`config.mk`:
```
export PLATFORM = sky130hd
export DESIGN_NAME = branch_unit
export DESIGN_NICKNAME = d
export VERILOG_FILES = /design/src/rtl/branch_unit.sv
export SDC_FILE = /design/constraint.sdc
export NUM_CORES = 1
export LEC_CHECK = 0
export CORE_ASPECT_RATIO = 1.1
export CORE_MARGIN = 1.5
export CORE_UTILIZATION = 43
export CTS_CLUSTER_SIZE = 24
export DETAILED_ROUTE_END_ITERATION = 10
export HOLD_SLACK_MARGIN = 0.12
export PLACE_DENSITY = 0.75
export SLEW_MARGIN = 40
export SYNTH_ARGS = -nofsm -noshare
export SYNTH_HDL_FRONTEND = slang
export SYNTH_SLANG_ARGS = --single-unit
```
`constraint.sdc`:
```
create_clock -name clk -period 2.3 [get_ports clk]
set_input_delay 0.69 -clock clk [delete_from_list [all_inputs] [get_ports clk]]
set_output_delay 0.69 -clock clk [all_outputs]
set_load 0.05 [all_outputs]
```
`src/rtl/branch_unit.sv`:
```
// branch_unit: resolves conditional branches against the ALU flag register and issues a redirect plus timed flush.
// Latency: take/target_pc/flush one cycle after acceptance; flags and counters one cycle after their update.
// Backpressure: br_ready is low for FLUSH_CYCLES cycles after a taken branch; branches offered then are dropped.
module branch_unit #(
    parameter int ADDR_WIDTH   = 16,
    parameter int FLUSH_CYCLES = 2,
    parameter int CNT_WIDTH    = 16
) (
    input  logic                  clk,
    input  logic                  reset,
    input  logic                  flag_we,
    input  logic                  zero_in,
    input  logic                  less_in,
    input  logic                  greater_in,
    input  logic                  br_valid,
    input  logic [2:0]            br_cond,
    input  logic [ADDR_WIDTH-1:0] br_target,
    output logic                  br_ready,
    output logic                  flag_z,
    output logic                  flag_l,
    output logic                  flag_g,
    output logic                  take,
    output logic [ADDR_WIDTH-1:0] target_pc,
    output logic                  flush,
    output logic [CNT_WIDTH-1:0]  br_count,
    output logic [CNT_WIDTH-1:0]  taken_count
);

    typedef enum logic {
        IDLE  = 1'b0,
        FLUSH = 1'b1
    } state_t;

    // Counter is loaded with FLUSH_CYCLES-1 so that flush covers exactly FLUSH_CYCLES cycles.
    localparam logic [3:0]           FLUSH_LOAD = 4'(FLUSH_CYCLES - 1);
    localparam logic [CNT_WIDTH-1:0] CNT_MAX    = '1;
    localparam logic [CNT_WIDTH-1:0] CNT_ONE    = CNT_WIDTH'(1);

    state_t     state;
    logic [3:0] flush_cnt;
    logic       accept;
    logic       eff_z;
    logic       eff_l;
    logic       eff_g;
    logic       cond_true;
    logic       taken;

    assign br_ready = (state == IDLE);
    assign accept   = br_valid && br_ready;
    assign taken    = accept && cond_true;

    // Pick effective flags (same-cycle bypass on flag_we) and evaluate the branch condition.
    always_comb begin
        eff_z     = flag_we ? zero_in    : flag_z;
        eff_l     = flag_we ? less_in    : flag_l;
        eff_g     = flag_we ? greater_in : flag_g;
        cond_true = 1'b0;
        case (br_cond)
            3'd0:    cond_true = 1'b1;
            3'd1:    cond_true = eff_z;
            3'd2:    cond_true = !eff_z;
            3'd3:    cond_true = eff_l;
            3'd4:    cond_true = eff_l || eff_z;
            3'd5:    cond_true = eff_g;
            3'd6:    cond_true = eff_g || eff_z;
            default: cond_true = 1'b0;
        endcase
    end

    // Architectural flag register; writes are accepted in every state.
    always_ff @(posedge clk or posedge reset) begin
        if (reset) begin
            flag_z <= 1'b0;
            flag_l <= 1'b0;
            flag_g <= 1'b0;
        end else if (flag_we) begin
            flag_z <= zero_in;
            flag_l <= less_in;
            flag_g <= greater_in;
        end
    end

    // Redirect/flush FSM with registered take, target_pc and flush.
    always_ff @(posedge clk or posedge reset) begin
        if (reset) begin
            state     <= IDLE;
            flush_cnt <= 4'd0;
            take      <= 1'b0;
            flush     <= 1'b0;
            target_pc <= '0;
        end else begin
            take <= 1'b0;
            case (state)
                IDLE: begin
                    if (taken) begin
                        state     <= FLUSH;
                        flush_cnt <= FLUSH_LOAD;
                        take      <= 1'b1;
                        flush     <= 1'b1;
                        target_pc <= br_target;
                    end
                end
                FLUSH: begin
                    if (flush_cnt == 4'd0) begin
                        state <= IDLE;
                        flush <= 1'b0;
                    end else begin
                        flush_cnt <= flush_cnt - 4'd1;
                    end
                end
                default: begin
                    state <= IDLE;
                    flush <= 1'b0;
                end
            endcase
        end
    end

    // Saturating statistics counters for accepted and taken branches.
    always_ff @(posedge clk or posedge reset) begin
        if (reset) begin
            br_count    <= '0;
            taken_count <= '0;
        end else begin
            if (accept && (br_count != CNT_MAX)) begin
                br_count <= br_count + CNT_ONE;
            end
            if (taken && (taken_count != CNT_MAX)) begin
                taken_count <= taken_count + CNT_ONE;
            end
        end
    end

endmodule

```
Yosys cells after proc, flatten, opt, wreduce, memory -nomap -nowiden --
Index checks and enable logic that the tools add are counted.
Operators by class: bitwise logic cells 1, mux-type cells 14, reductions and logical operators 12, equal/unequal tests 11, add/sub/neg operators 3
Operators with widths (number):
- adder 16 x 1 -> 16 bit, second input constant | 2
- inequality test 16 bit, second input constant | 2
- == test 3 bit, second input constant | 3
- 2-to-1 mux 1 bit | 8
- 2-to-1 mux 4 bit | 2
- one-hot mux 4 bit (2 select lines) | 1
- one-hot mux 1 bit (7 select lines) | 1
- == test 3 x 2 -> 1 bit, second input constant | 2
- AND reduction 2 bit | 3
- logical AND 1 bit | 4
- logical NOT 4 bit | 1
- inequality test 2 x 1 -> 1 bit, second input constant | 2
- one-hot mux 1 bit (2 select lines) | 2
- subtractor 4 x 1 -> 4 bit, second input constant | 1
- == test 3 x 1 -> 1 bit, second input constant | 1
- logical NOT 3 bit | 1
- logical OR 1 bit | 2
- inequality test 2 bit, second input constant | 1
- logical NOT 1 bit | 1
- inverter 1 bit | 1
Word-level totals: register bits after elaboration 58, output and inout bits 54, logic and storage cells 51

Depth between registers and ports, before layout --
Gate-level depths: netlist of the first run.
depth after elaboration 6, gate-level depth with buffers 9

Least setup slack after synthesis of the first run --
Ideal clock, no wire load.
path type reg-to-reg, from reg taken_count[0], to reg taken_count[1], cell stages (with the launch flop) 8, buffers on the path 1, arrival 2.105 ns, setup time 0.128 ns, slack 0.067 ns, period minus slack after synthesis 2.233 ns, cells stage by stage dfrtp_1 -> ha_1 -> and3_1 -> nand3_1 -> or3_1 -> buf_2 -> nand2_1 -> mux2_1
On the way: cells in the longest elaborated chain, start to end 2
Ends and longest elaborated chain:
- start, declared | RTL line 26 | output logic [CNT_WIDTH-1:0] taken_count
- start signal, assigned | RTL line 129 | taken_count <= taken_count + CNT_ONE;
- branches (longest 2 deep; another with adder 16 x 1 -> 16 bit)
Parallel ways; which one is timed is not known. A chain may end at the register's enable or synchronous reset.

Final worst setup path of the first run --
from reg taken_count[7], to out taken_count[7]
No word-level cell between the ends.

==> results.txt, run 1 <==
The post-synthesis area per instance came out at slightly above 10 sq um. The share of layout cells above drive strength 1 came out at 12.8%. The number of H-tree branching levels is 3. The internal power component came out at 2.77 mW.

The maximum fanout along the worst path came out at 4. The cell family contributing the most delay on the critical path is buffers and inverters. The floorplan step set the die width to roughly 77 um. The flow ran to the end, and the final reports show no timing, DRC or antenna violations. The peak per-stage delay on the critical path came out at 0.82 ns.

The setup clock skew after layout is ~0.0076 ns. The total number of nets in the final design came out at 383. Setup repair after global routing left no endpoint under its margin.

The initial utilization of the core area, before any placement, comes to around 45%. Synthesis produced a netlist whose cell count is 254. The number of buffer and inverter instances along the worst setup path is 1. The design draws approximately 4.8 mW. Summed over all nets, the switching power comes to between 1.5 and 2 mW. The total inserted antenna cells is 0. The reported max-cap violation count is 0. In this run the core area contains 29 standard-cell rows. The number of detailed-route iterations in the first pass came out at 4. The critical path is of the reg2out type. The portion of the clock cycle consumed by the worst path in the final layout is a little over nine tenths. The aggregate routed wire length came out at approximately 5400 um.

The worst max-slew margin expressed relative to the limit is about two thirds. The fmax is around 440 MHz. The post-route antenna net violation count is 0. The number of input and output port buffers inserted is 79. The region available for standard cell placement spans between 0.005 and 0.006 sq mm. The synthesized design devotes to its leading area cell type roughly 56% of total area. The library cell with the largest summed area after synthesis is dfrtp_1. Setup violations remaining at the end of the flow were counted as 0. The static leakage is slightly below 2 nW.

The worst slack at placement is -0.404 ns. The latest clock arrival within the worst-skew pair came out at between 0.3 and 0.4 ns. The wire length of the first global-routing pass is between 9000 and 10,000 um.

Detailed routing inserted a total of 2,115 vias. The switching part of the total is between 40% and 50%. The cell sitting at the root of the clock tree is a clkbuf_8. The worst hold path belongs to the class reg2reg. At the worst endpoint, the required time is 1.61 ns. The sequential cells in the finished layout cover a total of between 0.001 and 0.0015 sq mm. The critical path launch point is taken_count[7]. The number of clock buffers added by TritonCTS is 9. The post-synthesis sequential element count came out at 58. The relative contribution of combinational cells to total power is 43.3%.

The via count of the first global-routing pass came out at 2,175. The residual overflow from global routing came out at 0. The CTS tree is yes.

In this run the post-CTS setup repair buffer count came out at 0. The clock transition time at the flip-flop clock pins of the worst setup and hold paths is 0.07 ns. The number of hold violations in the final report came out at 0. The number of synthesis warnings is 0. Fill cells in the final layout number between 400 and 500.

The net count after synthesis came out at roughly 280. Yosys attributes the largest share of cell area to dfrtp_1, nand2_1, xnor2_1. The global placement routability congestion is 0.812. The critical-path cell with the highest stage delay is clkdlybuf4s50_1. The total power per unit cell area came out at 1240 mW/mm^2. The register area share after synthesis is 55.9%. For this block, the initial DRC count from the detailed router was 117. Registers are responsible for about a third of the overall power.

The number of antenna violations at the first check in global routing came out at 0. In this run the most critical hold path is launched from target_pc[13]. The pin count of the biggest net entering global routing is 59. The top-level port count is 80. Dividing the detail-routed wire length by the instance count gives 12.4 um. Walking the worst path, the cells encountered are clkdlybuf4s50_1. The die covers around 0.0065 sq mm. Per report_power, the clock group accounts for between 20 and 25% of the total. The largest buffer count on any clock path came out at 2.

The startpoint identified for the worst register-to-register timing path is taken_count[0]. The detail-routed via count per cell is just under 5. The die is between 80 and 90 um tall. Summing all multi-input logic gate instances after layout gives approximately 0.0011 sq mm. The worst setup path is launched from a register.

The detailed-placement wirelength estimate is roughly 3900 um. For the pin with the worst max-slew slack, the measured transition is 0.516 ns. The number of pins with negative max-slew slack in the final report was 0.

The data arrival time of the critical path came out at 1.56 ns. The cell area after synthesis came out at 0.00260 sq mm. The unique cell type count in the Yosys netlist is 36.

The all-layer global routing usage came out at a little under a fifth. The worst voltage drop across the vdd grid came out at just over 0.0008 V. After detailed routing, the number of remaining DRC violations is 0. The setup slack after layout came out at 0.0482 ns. From synthesis to final layout, the design area changed by 47.7%.

The minimum period implied by the final worst setup slack is between 2 and 2.5 ns. For this design, the sink count on the clock tree is 58. The endpoint class of the critical path is an output port.
-- per-layer routing --
layer	up-vias	routed length [um]	track usage, %
li1	1042	-	-
met1	992	2400	22.4
met2	71	2590	30.4
met3	10	325	5.00
met4	0	89	9.42
met5	-	0	0
-- cells by family (layout without fill, tap and decap cells) --
kind of cell               count (synthesis)  after routing  synth area share (%)
and+or+nand+nor                          127            127                  22.6
DFF                                       58             58                  55.9
xor gates and xnor gates                  29             29                  9.78
buffers and inverters                     16            120                  3.03
AOI/OAI and AO/OA                         12             12                  3.23
muxes                                      8              8                  3.56
adders and majority gates                  4              4                  1.93
-- cell usage after synthesis --
master,n
buf_2,2
or4_1,1
buf_6,1
mux2_1,4
clkinv_2,1
mux2_4,1
o21a_4,1
nor3_2,1
ha_1,4
o311a_1,1
a211oi_1,1
nand2b_1,1
xor2_1,10
a31oi_1,2
o31a_1,1
nor4_1,1
nand2_1,66
xnor2_1,19
o21ai_0,3
nor2_1,17
and3_1,6
and3b_1,1
or4b_4,1
or3_1,2
or2_2,1
a21oi_1,3
nand4_1,11
dfrtp_1,58
clkbuf_1,1
mux2i_1,1
nor3_1,2
buf_4,2
inv_1,9
mux2_2,2
nand3_1,15
nor4_2,1
-- state kept, by name, indices dropped and copies added (netlist names) --
| register | flops |
|---|---|
| flag_g | 1 |
| taken_count | 16 |
| state | 1 |
| br_count | 16 |
| flush | 1 |
| flush_cnt | 4 |
| flag_l | 1 |
| take | 1 |
| flag_z | 1 |
| target_pc | 16 |
-- through the flow --
step                std cells  setup TNS (ns)  utilization, %  hold WS [ns]  area (sq um)
CTS                       435               0            65.5         0.471          3800
floorplan                 254               0               -         0.468          2600
detailed placement        419          -10.79            61.3         0.456          3560
global placement          419           -9.92            61.3         0.450          3560
global route              435               0            66.1         0.493          3840
finish                    435               0            66.1         0.465          3840
-- worst paths after layout --
check | endpoint | slack [ns] | cells past startpoint
setup / recovery | taken_count[7] | 0.05 | 1
hold / removal | target_pc[13] | 0.46 | 2
setup reg to reg | taken_count[1] | 0.29 | 6
hold reg to reg | target_pc[13] | 0.46 | 2
max in group asynchronous | flag_z | 1.31 | 3
min in group asynchronous | br_count[5] | 0.72 | 3
-- placed cells by master (no fill, tap or decap), drive strengths merged, types with 2 or more instances in the layout --
cell / instances
xor2: 10
nand4: 11
nand3: 15
mux2: 7
and3: 6
a31oi: 2
clkdlybuf4s50: 57
nor2: 17
a21oi: 3
dfrtp: 58
inv: 9
clkinvlp: 2
buf: 20
or3: 2
o21ai: 3
dlygate4sd2: 4
nand2: 66
xnor2: 19
bufinv: 3
clkinv: 2
nor4: 2
dlymetal6s2s: 13
ha: 4
clkbuf: 10
nor3: 3
-- power by group through the flow --
stage	sequential [mW]	clock [mW]	combinational [mW]
final	1.54	1.16	2.06
after global routing	1.59	1.23	2.21
after CTS	1.54	1.18	2.09
after detailed placement	1.56	0	2.08
after global placement	1.55	0	2.05
after floorplan	2.38	0	0.529
-- final cells by class --
type	count	area share [%]
Inverter	10	1.01
Tap cell	77	2.51
Timing Repair Buffer	94	24.3
Clock inverter	6	2.97
Clock buffer	10	3.59
Sequential cell	58	37.8
Multi-Input combinational cell	180	27.8
-- tightest hold or removal path: stages, from the launching register on --
cell and delay [ns]:
dfrtp_1 0.34, nand2_1 0.05, nand2_1 0.05
-- what timing repair did --
action / CTS / global route
pin swaps: 0 / 1
resized for setup: 4 / 13
endpoints found under the setup margin: 11 / 16
hold buffers: 0 / 0
No activity file was read; power rests on OpenSTA's default activity.
==> run 2: changes to the inputs <==
--- a/config.mk
+++ b/config.mk
@@ -8,6 +8,7 @@
 export CORE_ASPECT_RATIO = 1.1
 export CORE_MARGIN = 1.5
 export CORE_UTILIZATION = 43
+export CTS_BUF_LIST = sky130_fd_sc_hd__clkbuf_4 sky130_fd_sc_hd__clkbuf_8 sky130_fd_sc_hd__clkbuf_16
 export CTS_CLUSTER_SIZE = 24
 export DETAILED_ROUTE_END_ITERATION = 10
 export HOLD_SLACK_MARGIN = 0.12
==> results of run 2 <==
The final DEF is identical to that of run 1; final timing and power are the same.
==> run 3: changes to the inputs <==
--- a/config.mk
+++ b/config.mk
@@ -8,7 +8,7 @@
 export CORE_ASPECT_RATIO = 1.1
 export CORE_MARGIN = 1.5
 export CORE_UTILIZATION = 43
-export CTS_BUF_LIST = sky130_fd_sc_hd__clkbuf_4 sky130_fd_sc_hd__clkbuf_8 sky130_fd_sc_hd__clkbuf_16
+export CTS_BUF_LIST = sky130_fd_sc_hd__clkbuf_16
 export CTS_CLUSTER_SIZE = 24
 export DETAILED_ROUTE_END_ITERATION = 10
 export HOLD_SLACK_MARGIN = 0.12
==> run 3 against run 2 <==
  * Critical path depth unchanged
  * Clock power increased by 29%
  * Design area increased by 2.2%
  * Cell count unchanged
  * Fmax decreased by 0.31%
  * Sequential cell count unchanged
  * Combinational power about the same
  * Count of clock-buffer cells in the layout decreased by 1
  * Sequential power about the same
  * Critical path type unchanged
==> results.txt, run 3 (synthesis results as in run 1) <==
After detailed placement, the total cell area comes to approximately 0.0036 sq mm. Along the worst path, the maximum fanout reaches 5. At the end of the flow, the number of nets in the layout was between 300 and 400.

The filler-free cell count of the finished design is approximately 440. In this run the number of cells on the critical path is 1. The number of endpoints failing setup at the final stage came out at 0. The filler cells instantiated in the layout total roughly 460. The minimum period implied by the final worst setup slack came out at 2.26 ns. The clock transition time at the flip-flop clock pins of the worst setup and hold paths is 0.05 ns. After detailed routing, the average wire length per cell comes to roughly 13 um.

The logic depth of the worst register-to-register path came out at 6. The fmax is around 440 MHz. On the critical path, the stage with the largest delay is an instance of clkdlybuf4s50_1. Following the worst setup path forward leads to its endpoint at taken_count[5]. The effective utilization at floorplan is 44.7%.

The latest clock arrival within the worst-skew pair is 0.32 ns. The number of placed cells counting well taps is between 400 and 500. The worst-case IR drop observed on VDD is between 0.0008 and 0.0009 V.

In this run the number of H-tree levels came out at 3. The die area came out at between 0.006 and 0.007 sq mm. The internal reg-to-reg setup slack came out at 0.30 ns. The number of clock buffers inserted by TritonCTS is 9.

The floorplan has 29 rows. The worst hold slack is between 0.4 and 0.5 ns. After detailed routing, the number of remaining DRC violations is 0. The peak per-stage delay on the critical path is between 0.8 and 0.9 ns. From synthesis to final layout, the design area changed by 51.0%. The wire length of the first global-routing pass is roughly 9600 um.

After routing the design area is ~0.0039 sq mm. The clock network power share came out at approximately 30%. The required arrival time at the worst endpoint is about 1.6 ns.

The via count of the first global-routing pass came out at 2,184. STA classifies the critical path startpoint as a register. The violation count after the first detailed-route iteration came out at 83. The clock passes through at most 2 buffers.

The top cell types in the final layout, fill and taps aside, are nand2_1, clkdlybuf4s50_1, dfrtp_1. The switching part of the total is approximately two fifths. The analysis attributes to cell leakage a power of 1.93 nW.

STA classifies the critical path endpoint as an output port. The internal power component is ~3.1 mW. Setup repair after global routing left no endpoint under its margin.

The detailed-placement wirelength estimate is about 3900 um. The number of antenna violations at the first check in global routing is 0. The total power per unit cell area is between 1000 and 1500 mW/mm^2. Entering global routing, the biggest net connects slightly below 60 pins. Cells fill around 68% of the core in the end. Summed over all layers, the global routing overflow is 0.

The reported net switching power is approximately 2.0 mW. The share of layout cells above drive strength 1 came out at between 10% and 20%. The worst register-to-register path begins at taken_count[0]. The global placement routability congestion is ~0.81. The signal on the critical path passes through clkdlybuf4s50_1. The largest registers in the layout are br_count: 16 flops, taken_count: 16 flops, target_pc: 16 flops. The number of pins with negative max-slew slack in the final report is 0.

The number of buffer and inverter instances along the worst setup path came out at 1. TritonCTS built the clock tree. The all-layer global routing usage is about a fifth. The kind of cell with the highest combined delay along the critical path is buffers and inverters. The flow ran to the end, and the final reports show no timing, DRC or antenna violations. At the worst endpoint, the arrival time is around 1.6 ns. The commonest non-fill, non-tap cell in the layout is nand2_1.

The number of input and output port buffers inserted is 79. The worst max-slew margin expressed relative to the limit came out at between 60% and 70%. Across the run, the number of max-cap violations was 0.

The relative contribution of combinational cells to total power is about two fifths. The post-route antenna net violation count came out at 0. The aggregate routed wire length came out at around 5600 um.

The most critical setup path has its startpoint at taken_count[5]. The transition time of the tightest slew-check pin is just over 0.5 ns. The CTS root buffer is clkbuf_16.

In this run, post-CTS hold repair placed 0 buffers. The number of setup buffers added after CTS came out at 0. The die span in y came out at 84.5 um. The setup clock skew after layout came out at 0.00573 ns. The portion of the clock cycle consumed by the worst path in the final layout came out at a little over nine tenths.

The width of the chip came out at between 70 and 80 um. The total inserted antenna cells is 0. The critical path is of the reg2out type. The first detailed-routing pass ran for 4 iterations. The area of the placeable core is a little under 0.006 sq mm. The number of hold violations in the final report is 0. The worst register-to-register path ends at taken_count[1]. The count of clock tree sinks came out at between 50 and 60. The part of the power in registers came out at between 30% and 40%.

The detail-routed via count per cell came out at about 4.9. In this run the worst hold path is classified as reg2reg. The summed negative setup slack over all endpoints is 0 ns. The via count came out at ~2,100. The top-level port count came out at 80.
## run 3: cell count changes in the layout (fill, tap and decap cells not counted), sizes merged
cell and delta:
clkbuf -1, dlygate4sd2 -3, clkinv +1, clkdlybuf4s50 +7
dlymetal6s2s -4
## run 3: per-stage QoR
stage,power (mW),setup WS [ns]
after global placement,3.60,-0.384
after floorplan,2.91,0.0675
after global routing,5.38,0.000166
after CTS,5.17,0.00450
final,5.11,0.0413
after detailed placement,3.64,-0.404
## run 3: layer usage
| metal | wire length [um] | track usage (%) | up-vias | share of wire [%] |
|---|---|---|---|---|
| li1 | - | - | 1044 | - |
| met1 | 2480 | 23.0 | 1002 | 45 |
| met2 | 2710 | 30.9 | 70 | 49 |
| met3 | 312 | 5.54 | 6 | 5.6 |
| met4 | 51 | 7.77 | 0 | 0.92 |
| met5 | 0 | 0 | - | 0 |
## run 3: how the worst min path moves through the flow
stage,start,endpoint,slack (ns),cells after the start
6_report,target_pc[13],target_pc[13],0.46,2
3_5_place_dp,target_pc[13],target_pc[13],0.46,2
5_1_grt,target_pc[2],target_pc[2],0.49,2
2_1_floorplan,flush_cnt[0],flush_cnt[0],0.47,1
4_1_cts,target_pc[13],target_pc[13],0.47,2
3_3_place_gp,target_pc[2],target_pc[2],0.45,2
## run 3: area by class of cell
| class | instances | area, sq um | area share (%) |
|---|---|---|---|
| Sequential cell | 58 | 1450 | 37.0 |
| Clock inverter | 7 | 118 | 3.00 |
| Tap cell | 77 | 96.3 | 2.46 |
| Timing Repair Buffer | 94 | 925 | 23.6 |
| Clock buffer | 9 | 225 | 5.74 |
| Multi-Input combinational cell | 180 | 1070 | 27.2 |
| Inverter | 10 | 38.8 | 0.989 |
## run 3: tightest hold or removal path: stages, from the launching register on
cell	delay [ns]
dfrtp_1	0.33
nand2_1	0.05
nand2_1	0.05
## run 3: repair_timing
item                                    CTS  global route
gates resized for setup                   1             9
pin swaps                                 0             1
endpoints found under the setup margin   14            12
## run 3: power groups by stage
stage / combinational, mW / clock (mW) / sequential (mW)
after floorplan: 0.529 / 0 / 2.38
after global placement: 2.05 / 0 / 1.55
after detailed placement: 2.08 / 0 / 1.56
after CTS: 2.09 / 1.53 / 1.55
after global routing: 2.21 / 1.57 / 1.59
final: 2.07 / 1.50 / 1.55
